===== src/rtl/crack_pkg.sv =====
// Shared types and constants for the crack_report display/timing block.
package crack_pkg;

    localparam int unsigned KEY_W = 24;

    localparam logic [6:0] SEG_BLANK = 7'h7F;
    localparam logic [6:0] SEG_DASH  = 7'h3F;

    typedef enum logic [2:0] {
        IDLE,
        LAUNCH,
        WAIT_LO,
        WAIT_HI,
        SHOW
    } state_t;

endpackage


===== src/rtl/crack_report_hex7seg.sv =====
// Hex digit to active-low seven-segment pattern, bit order {g,f,e,d,c,b,a}.
module hex7seg (
    input  logic [3:0] digit,
    output logic [6:0] seg
);

    always_comb begin
        seg = 7'h7F;
        case (digit)
            4'h0: seg = 7'h40;
            4'h1: seg = 7'h79;
            4'h2: seg = 7'h24;
            4'h3: seg = 7'h30;
            4'h4: seg = 7'h19;
            4'h5: seg = 7'h12;
            4'h6: seg = 7'h02;
            4'h7: seg = 7'h78;
            4'h8: seg = 7'h00;
            4'h9: seg = 7'h10;
            4'hA: seg = 7'h08;
            4'hB: seg = 7'h03;
            4'hC: seg = 7'h46;
            4'hD: seg = 7'h21;
            4'hE: seg = 7'h06;
            4'hF: seg = 7'h0E;
            default: seg = 7'h7F;
        endcase
    end

endmodule


===== src/rtl/crack_report.sv =====
// Launches one cracker search, times it, captures the key and drives six HEX digits.
// Optional macro CRACK_REPORT_BLINK_EN: blink the not-found dashes every BLINK_DIV cycles.
module crack_report
    import crack_pkg::*;
#(
    parameter int unsigned      CNT_W     = 32,
    parameter logic [CNT_W-1:0] TIMEOUT   = CNT_W'(32'hFFFF_FFFF),
    parameter int unsigned      BLINK_DIV = 25_000_000
) (
    input  logic             clk,
    input  logic             rst,
    input  logic             start,
    input  logic             crk_rdy,
    output logic             crk_en,
    input  logic [KEY_W-1:0] crk_key,
    input  logic             crk_key_valid,
    output logic             busy,
    output logic             done,
    output logic             found,
    output logic [KEY_W-1:0] key_q,
    output logic [CNT_W-1:0] cycles,
    output logic             timeout,
    output logic [6:0]       hex0,
    output logic [6:0]       hex1,
    output logic [6:0]       hex2,
    output logic [6:0]       hex3,
    output logic [6:0]       hex4,
    output logic [6:0]       hex5
);

    state_t           state;
    logic [CNT_W-1:0] cycles_inc;
    logic [6:0]       seg  [6];
    logic [6:0]       disp [6];
    logic             blink_off;

    // The launch pulse must coincide with the first rdy=1 cycle in LAUNCH, so it cannot be registered.
    assign crk_en     = (state == LAUNCH) && crk_rdy;
    assign cycles_inc = (cycles == '1) ? cycles : cycles + 1'b1;

    always_ff @(posedge clk) begin
        if (rst) begin
            state   <= IDLE;
            busy    <= 1'b0;
            done    <= 1'b0;
            found   <= 1'b0;
            timeout <= 1'b0;
            key_q   <= '0;
            cycles  <= '0;
        end else begin
            case (state)
                IDLE: begin
                    if (start) state <= LAUNCH;
                end
                LAUNCH: begin
                    if (crk_rdy) begin
                        cycles  <= '0;
                        timeout <= 1'b0;
                        busy    <= 1'b1;
                        state   <= WAIT_LO;
                    end
                end
                WAIT_LO: begin
                    cycles  <= cycles_inc;
                    timeout <= timeout | (cycles_inc == TIMEOUT);
                    if (!crk_rdy) state <= WAIT_HI;
                end
                WAIT_HI: begin
                    // The capture edge does not count, so cycles equals the cracker's latency.
                    if (crk_rdy) begin
                        key_q <= crk_key_valid ? crk_key : '0;
                        found <= crk_key_valid;
                        busy  <= 1'b0;
                        done  <= 1'b1;
                        state <= SHOW;
                    end else begin
                        cycles  <= cycles_inc;
                        timeout <= timeout | (cycles_inc == TIMEOUT);
                    end
                end
                SHOW: begin
                    if (start) begin
                        done  <= 1'b0;
                        state <= LAUNCH;
                    end
                end
                default: state <= IDLE;
            endcase
        end
    end

`ifdef CRACK_REPORT_BLINK_EN
    localparam int unsigned BLINK_W = (BLINK_DIV > 1) ? $clog2(BLINK_DIV) : 1;

    logic [BLINK_W-1:0] blink_cnt;

    always_ff @(posedge clk) begin
        if (rst || state != SHOW) begin
            blink_cnt <= '0;
            blink_off <= 1'b0;
        end else if (blink_cnt == BLINK_W'(BLINK_DIV - 1)) begin
            blink_cnt <= '0;
            blink_off <= ~blink_off;
        end else begin
            blink_cnt <= blink_cnt + 1'b1;
        end
    end
`else
    logic unused_blink_div;

    assign blink_off        = 1'b0;
    assign unused_blink_div = (BLINK_DIV != 0);
`endif

    for (genvar i = 0; i < 6; i++) begin : g_dig
        hex7seg u_hex7seg (
            .digit (key_q[4*i +: 4]),
            .seg   (seg[i])
        );
    end

    always_comb begin
        for (int unsigned i = 0; i < 6; i++) begin
            disp[i] = SEG_BLANK;
            if (state == SHOW) begin
                if (found) begin
                    disp[i] = seg[i];
                end else if (!blink_off) begin
                    disp[i] = SEG_DASH;
                end
            end
        end
    end

    assign hex0 = disp[0];
    assign hex1 = disp[1];
    assign hex2 = disp[2];
    assign hex3 = disp[3];
    assign hex4 = disp[4];
    assign hex5 = disp[5];

endmodule


===== config.mk =====
export PLATFORM = sky130hd
export DESIGN_NAME = crack_report
export DESIGN_NICKNAME = d
export VERILOG_FILES = /design/src/rtl/crack_pkg.sv /design/src/rtl/crack_report_hex7seg.sv /design/src/rtl/crack_report.sv
export SDC_FILE = /design/constraint.sdc
export NUM_CORES = 1
export LEC_CHECK = 0
export CAP_MARGIN = 40
export CORE_MARGIN = 4
export CORE_UTILIZATION = 40
export CTS_BUF_LIST = sky130_fd_sc_hd__clkbuf_4
export DETAILED_ROUTE_END_ITERATION = 8
export PLACE_DENSITY = 0.74
export SLEW_MARGIN = 10
export SYNTH_ARGS = -nofsm -noshare
export SYNTH_HDL_FRONTEND = slang
export SYNTH_SLANG_ARGS = --single-unit

===== constraint.sdc =====
create_clock -name clk -period 6.3 [get_ports clk]
set_input_delay 1.26 -clock clk [delete_from_list [all_inputs] [get_ports clk]]
set_output_delay 1.26 -clock clk [all_outputs]
set_load 0.02 [all_outputs]

# --- Word-level counts from Yosys, hierarchy flattened ---
# Memories as Yosys holds them, arrays and structs flattened. A register that Yosys moved wholly into a read port is not among the register bits.
# Cells that the tools add are included.
# W data, S select, Z words.
classes:
  mux: 41
  n_eq_ne: 12
  n_reduce_logical: 11
  add_sub_neg: 1
  n_bitwise: 1
ops:
  columns: ["cell", "count"]
  rows:
  - ["$mux W32", 3]
  - ["$pmux W32 S3", 1]
  - ["$mux W7", 12]
  - ["$eq A32 B32 Y1 const B", 2]
  - ["$mux W4", 12]
  - ["$add A32 B1 Y32 const B", 1]
  - ["$mux W24", 1]
  - ["$mux W3", 4]
  - ["$pmux W3 S4", 1]
  - ["$ne A2 B2 Y1 const B", 5]
  - ["$reduce_and A3 Y1", 3]
  - ["$eq A3 B2 Y1 const B", 2]
  - ["$mux W1", 4]
  - ["$pmux W1 S2", 2]
  - ["$reduce_and A4 Y1", 1]
  - ["$reduce_bool A2 Y1", 2]
  - ["$eq A3 B1 Y1 const B", 1]
  - ["$eq A3 B3 Y1 const B", 1]
  - ["$logic_not A3 Y1", 1]
  - ["$pmux W1 S3", 1]
  - ["$reduce_bool A3 Y1", 1]
  - ["$ne A2 B1 Y1 const B", 1]
  - ["$reduce_and A2 Y1", 1]
  - ["$reduce_or A2 Y1", 1]
  - ["2 further kinds", 2]
totals:
  rom_bits: 672
  output_inout_bits: 103
  n_memories: 6
  regBits: 63
memory_table:
  columns: ["name", "words", "word_bits", "read_ports", "rd_clocked_by_memory_dff", "wr", "line", "text"]
  rows:
  - ["(name not given)", 16, 7, 1, 1, 0, "crack_report_hex7seg.sv:9", "case (digit)"]
  - ["(name not given)", 16, 7, 1, 1, 0, "crack_report_hex7seg.sv:9", null]
  - ["(name not given)", 16, 7, 1, 1, 0, "crack_report_hex7seg.sv:9", null]
  - ["(name not given)", 16, 7, 1, 1, 0, "crack_report_hex7seg.sv:9", null]
  - ["(name not given)", 16, 7, 1, 1, 0, "crack_report_hex7seg.sv:9", null]
  - ["(name not given)", 16, 7, 1, 1, 0, "crack_report_hex7seg.sv:9", null]

# --- Logic depth before layout (Yosys ltp) ---
depth:
  depth_word: 6
  depth_mapped: 11
  depth_no_buf: 9

# --- Modules after synthesis ---
# From an unflattened synthesis, not the netlist that was laid out.
unflattened:
  cells_unflattened: 693
  hier_area_um2: 5307.6
by_module_without_submodules:
  columns: ["module", "n_inst", "area_per_inst_um2", "cells_each"]
  rows:
  - ["crack_report", 1, 3656.0, 501]
  - ["hex7seg", 6, 275.3, 32]

# --- Least setup slack after synthesis ---
# Ideal clock, no wire load.
synth_timing:
  path_type: "input -> register"
  startpoint: "input port crk_rdy"
  endpoint: "register g_dig[1].u_hex7seg.seg[3] (netlist name)"
  n_path_buf: 3
  setup_ns: 0.134
  stages: 10
  slack_ns: 2.662
  arrival_time_ns: 3.503
  path_cell_list: "nand4b_1 -> clkbuf_1 -> clkbuf_1 -> buf_1 -> nand2_1 -> a21oi_1 -> inv_1 -> ha_1 -> inv_1 -> mux4_2"
synth_via:
  elab_chain_cells: 3
synth_rtl:
  columns: ["item", "line", "text"]
  rows:
  - ["start: declaration", "crack_report.sv:13", "input logic crk_rdy,"]
  - ["$reduce_and A2 Y1 (no source line)", null, null]
  - ["$mux W4 (no source line) (2 in a row)", null, null]
# No other way between the ends.
# A chain may end at the register's enable or synchronous reset.

# --- Worst setup path in the final report ---
layout_timing:
  startpoint: "input port crk_rdy"
  endpoint: "output port crk_en"
layout_via:
  elab_chain_cells: 1
layout_rtl:
  columns: ["item", "line", "text"]
  rows:
  - ["$logic_and A1 B1 Y1", "crack_report.sv:38", "assign crk_en = (state == LAUNCH) && crk_rdy;"]
  - ["end: declaration", "crack_report.sv:14", "output logic crk_en,"]
# No other way between the ends.

==> results.cfg <==
[hold_path]
hp-start = key_q[1]$_SDFFE_PP0P_
hp-class = flop to flop
min_path_cells = 2
hold_end = key_q[1]$_SDFFE_PP0P_

[global_routing]
grt_pass1_wl_um = 28800
grt_overflow = 0
grt_pass1_vias = 5660
antenna_found_initial = 0
grt_max_degree = 54
track_usage_pct = 19.8

[die]
fp.dieW_um = 133
die_area_sq_mm = 0.0178
rows = 45
start_util_pct = 41.1
core-area_sq_mm = 0.0153
die_h_um = 133
boundaryPins = 132

[timing]
slew_headroom_pct = 40.4
tightest_slew_ps = 887
rsz0062_at_grt = no
fin_crit_sh_pct = 68.2
setup_viol = 0
whs_ps = 491
maxSlewViolCount = 0
fmax_ghz = 0.233
setup_tns_ps = 0
hold_viol = 0
layout_min_cycle_time_ps = 4300
clock_skew_ps = 21.6

[clock_network]
htreeDepth = 3
postCtsResizedCells = 0
cts_tree = done
cts-hold-fix-buffers = 0
post_cts_buffers = 0
clkTransAtPathRegs_ps = 160
numCtsBuffers = 9
clockBufferDepth = 2
cts.sinks = 105
clock_latency_ps = 490
clockRootBuffer = clkbuf_4

[run_status]
status = complete, no violations

[power]
p_per_area_mw_per_mm2 = 141
p_leak_uw = 0.00261
power_uw = 1100
ir_worst_vdd_v = 0.000102

[setup_path]
crit_path_max_fanout = 4
crit_required_ps = 5040
end_kind = primary output
crit_path_max_incr_delay_ps = 710
r2r_slack_ps = 3070
crit_top_cell = clkdlybuf4s50_1
regToRegEndpoint = timeout$_SDFFE_PP0P_
crit_chain = clkdlybuf4s50_1 > nand2_1 > nor3_1 > clkdlybuf4s50_1
r2r-start = cycles[0]$_SDFFE_PP0P_
crit_buf_inv = 2
cp.arrival_ps = 3040
ff2ff_path_depth = 8
slowest_stage = clkdlybuf4s50_1
start_kind = primary input
crit_start = crk_rdy
crit_family = buffers and inverters
path_class = primary input to primary output

[drt]
vias = 6090
drt-met1-wl_um = 7790
dr.pass1.iters = 5
routed.top_layer = met4
drt_drc_violations_left = 0
wl_um = 17900
wl_per_cell_um = 16.1
vias_per_cell = 5.49
drt-initial-drc-count = 420
ant_nets = 0
dr_wl_met3_um = 1680
wl_met2_um = 8160

[yosys]
yosysUniqueCellTypes = 63
synth_nets = 864
synth_top_flop_cell = dfxtp_1
synthMuxAreaShare_pct = 4.50
avgSynthCellArea_sq_um = 7.88
synth-compound-area-share_pct = 20.5
yosysSeqAreaShare_pct = 33.4
synthAdderAreaFrac_pct = 7.36
synthMostInstantiatedCell = dfxtp_1
synthSimpleGateAreaFrac_pct = 27.5
syn_inst = 798
synth_top_family_by_area = simple AND/OR/NAND/NOR gates
synth_area_sq_mm = 0.00629
synth_xor_area_share_pct = 1.25
synth_seq_cells = 105
async_reset_ff_share_pct = 0
yosysTopAreaCell = dfxtp_1
synth_top_area_share_pct = 33.4
synth_commonest_cells = 105 x dfxtp_1, 99 x nand2_1, 73 x a21oi_1, 60 x nor2_1, 46 x nand2b_1
synth-edff-count = 0
synth-warning-count = 0
synthTopCellsByArea = dfxtp_1 33%, ha_1 7.4%, nand2_1 5.9%

[layout]
drive_above_1_share_pct = 4.68
nNetsFinal = 959
syn_to_final_growth_pct = 24.4
antennaDiodeCount = 0
postLayoutCoreUtil_pct = 51.1

[job]
max_cap_violations = 0

[placed_design]
portBuffers = 131
post-dp-hpwl_um = 12700
place_congestion = 0.913
## worst min-delay path, cell delays in order, from the launching register on
cell and delay [ps]:
dfxtp_1 340, nand2_1 70, a21oi_1 60
## routing by layer
metal	global-route usage, %	up-vias
met3	8.35	18
met4	4.46	0
met2	31.5	208
li1	-	3041
met5	0	-
met1	25.1	2823
## cell usage in the layout (no fill, tap or decap), types with 4 or more instances in the layout
master | synthesis | layout
nor3_1 | 11 | 11
or3_1 | 5 | 5
o21a_1 | 15 | 15
nand4_1 | 10 | 10
nor2_1 | 60 | 60
and3_1 | 23 | 23
o211ai_1 | 7 | 7
o31ai_1 | 4 | 4
o21ai_1 | 5 | 5
clkbuf_4 | 0 | 10
o221ai_1 | 5 | 5
dfxtp_1 | 105 | 105
inv_1 | 33 | 33
a31oi_1 | 14 | 14
a21oi_1 | 73 | 73
o32ai_1 | 6 | 6
o21ai_0 | 30 | 30
nor4_1 | 8 | 8
mux2i_1 | 17 | 17
a22oi_1 | 9 | 9
nand2b_1 | 46 | 46
ha_1 | 37 | 37
and4_1 | 6 | 6
nand2_1 | 99 | 99
nand3_1 | 34 | 34
clkdlybuf4s50_1 | 0 | 130
xnor2_1 | 6 | 6
o2111ai_1 | 4 | 4
o22ai_1 | 13 | 13
buf_4 | 2 | 6
and2_1 | 5 | 5
mux4_2 | 4 | 4
## power breakdown
| group | internal (uW) | total [uW] | switching (uW) |
|---|---|---|---|
| Sequential | 670 | 672 | 2.88 |
| Clock | 91.6 | 336 | 244 |
| Combinational | 34.7 | 94.2 | 59.5 |
## kinds of logic (layout without fill, tap and decap cells)
group | count (synthesis) | in the layout
XOR/XNOR | 9 | 9
multiplexers | 23 | 23
AO/OA/AOI/OAI | 206 | 206
adder cells (fa/ha/maj) | 37 | 37
AND/OR/NAND/NOR | 332 | 332
buffers and inverters | 86 | 186
flip-flops | 105 | 105
## state kept, by name (all words and copies together), names as in the netlist
register	cells
g_dig.u_hex7seg.seg	42
cycles	32
key_q	24
state	3
busy	1
done	1
found	1
timeout	1
## through the flow
stage | worst slack, ps | std cells | instance area, sq um
2_1_floorplan | 2660 | 798 | 6290
3_3_place_gp | 1990 | 1092 | 7680
3_5_place_dp | 1950 | 1093 | 7700
5_1_grt | 1940 | 1109 | 7820
4_1_cts | 1960 | 1109 | 7820
6_report | 2000 | 1109 | 7820
## area by class of cell
| cell class | instances | area (sq um) |
|---|---|---|
| clock buffers | 10 | 75.1 |
| clock inverters | 6 | 48.8 |
| fillers | 1485 | 7490 |
| inverters | 33 | 124 |
| multi-input cells | 607 | 3840 |
| flip-flops and latches | 105 | 2100 |
| well taps | 211 | 264 |
| repair buffers | 137 | 1360 |
## worst max path at each step
| stage | depth (start not counted) | slack (ps) | endpoint |
|---|---|---|---|
| 3_5_place_dp | 4 | 1950 | crk_en |
| 2_1_floorplan | 10 | 2660 | g_dig[1].u_hex7seg.seg[3]$_DFF_P_ |
| 4_1_cts | 4 | 1960 | crk_en |
| 6_report | 4 | 2000 | crk_en |
| 3_3_place_gp | 4 | 1990 | crk_en |
| 5_1_grt | 4 | 1940 | crk_en |
No activity file was read; power rests on OpenSTA's default activity.
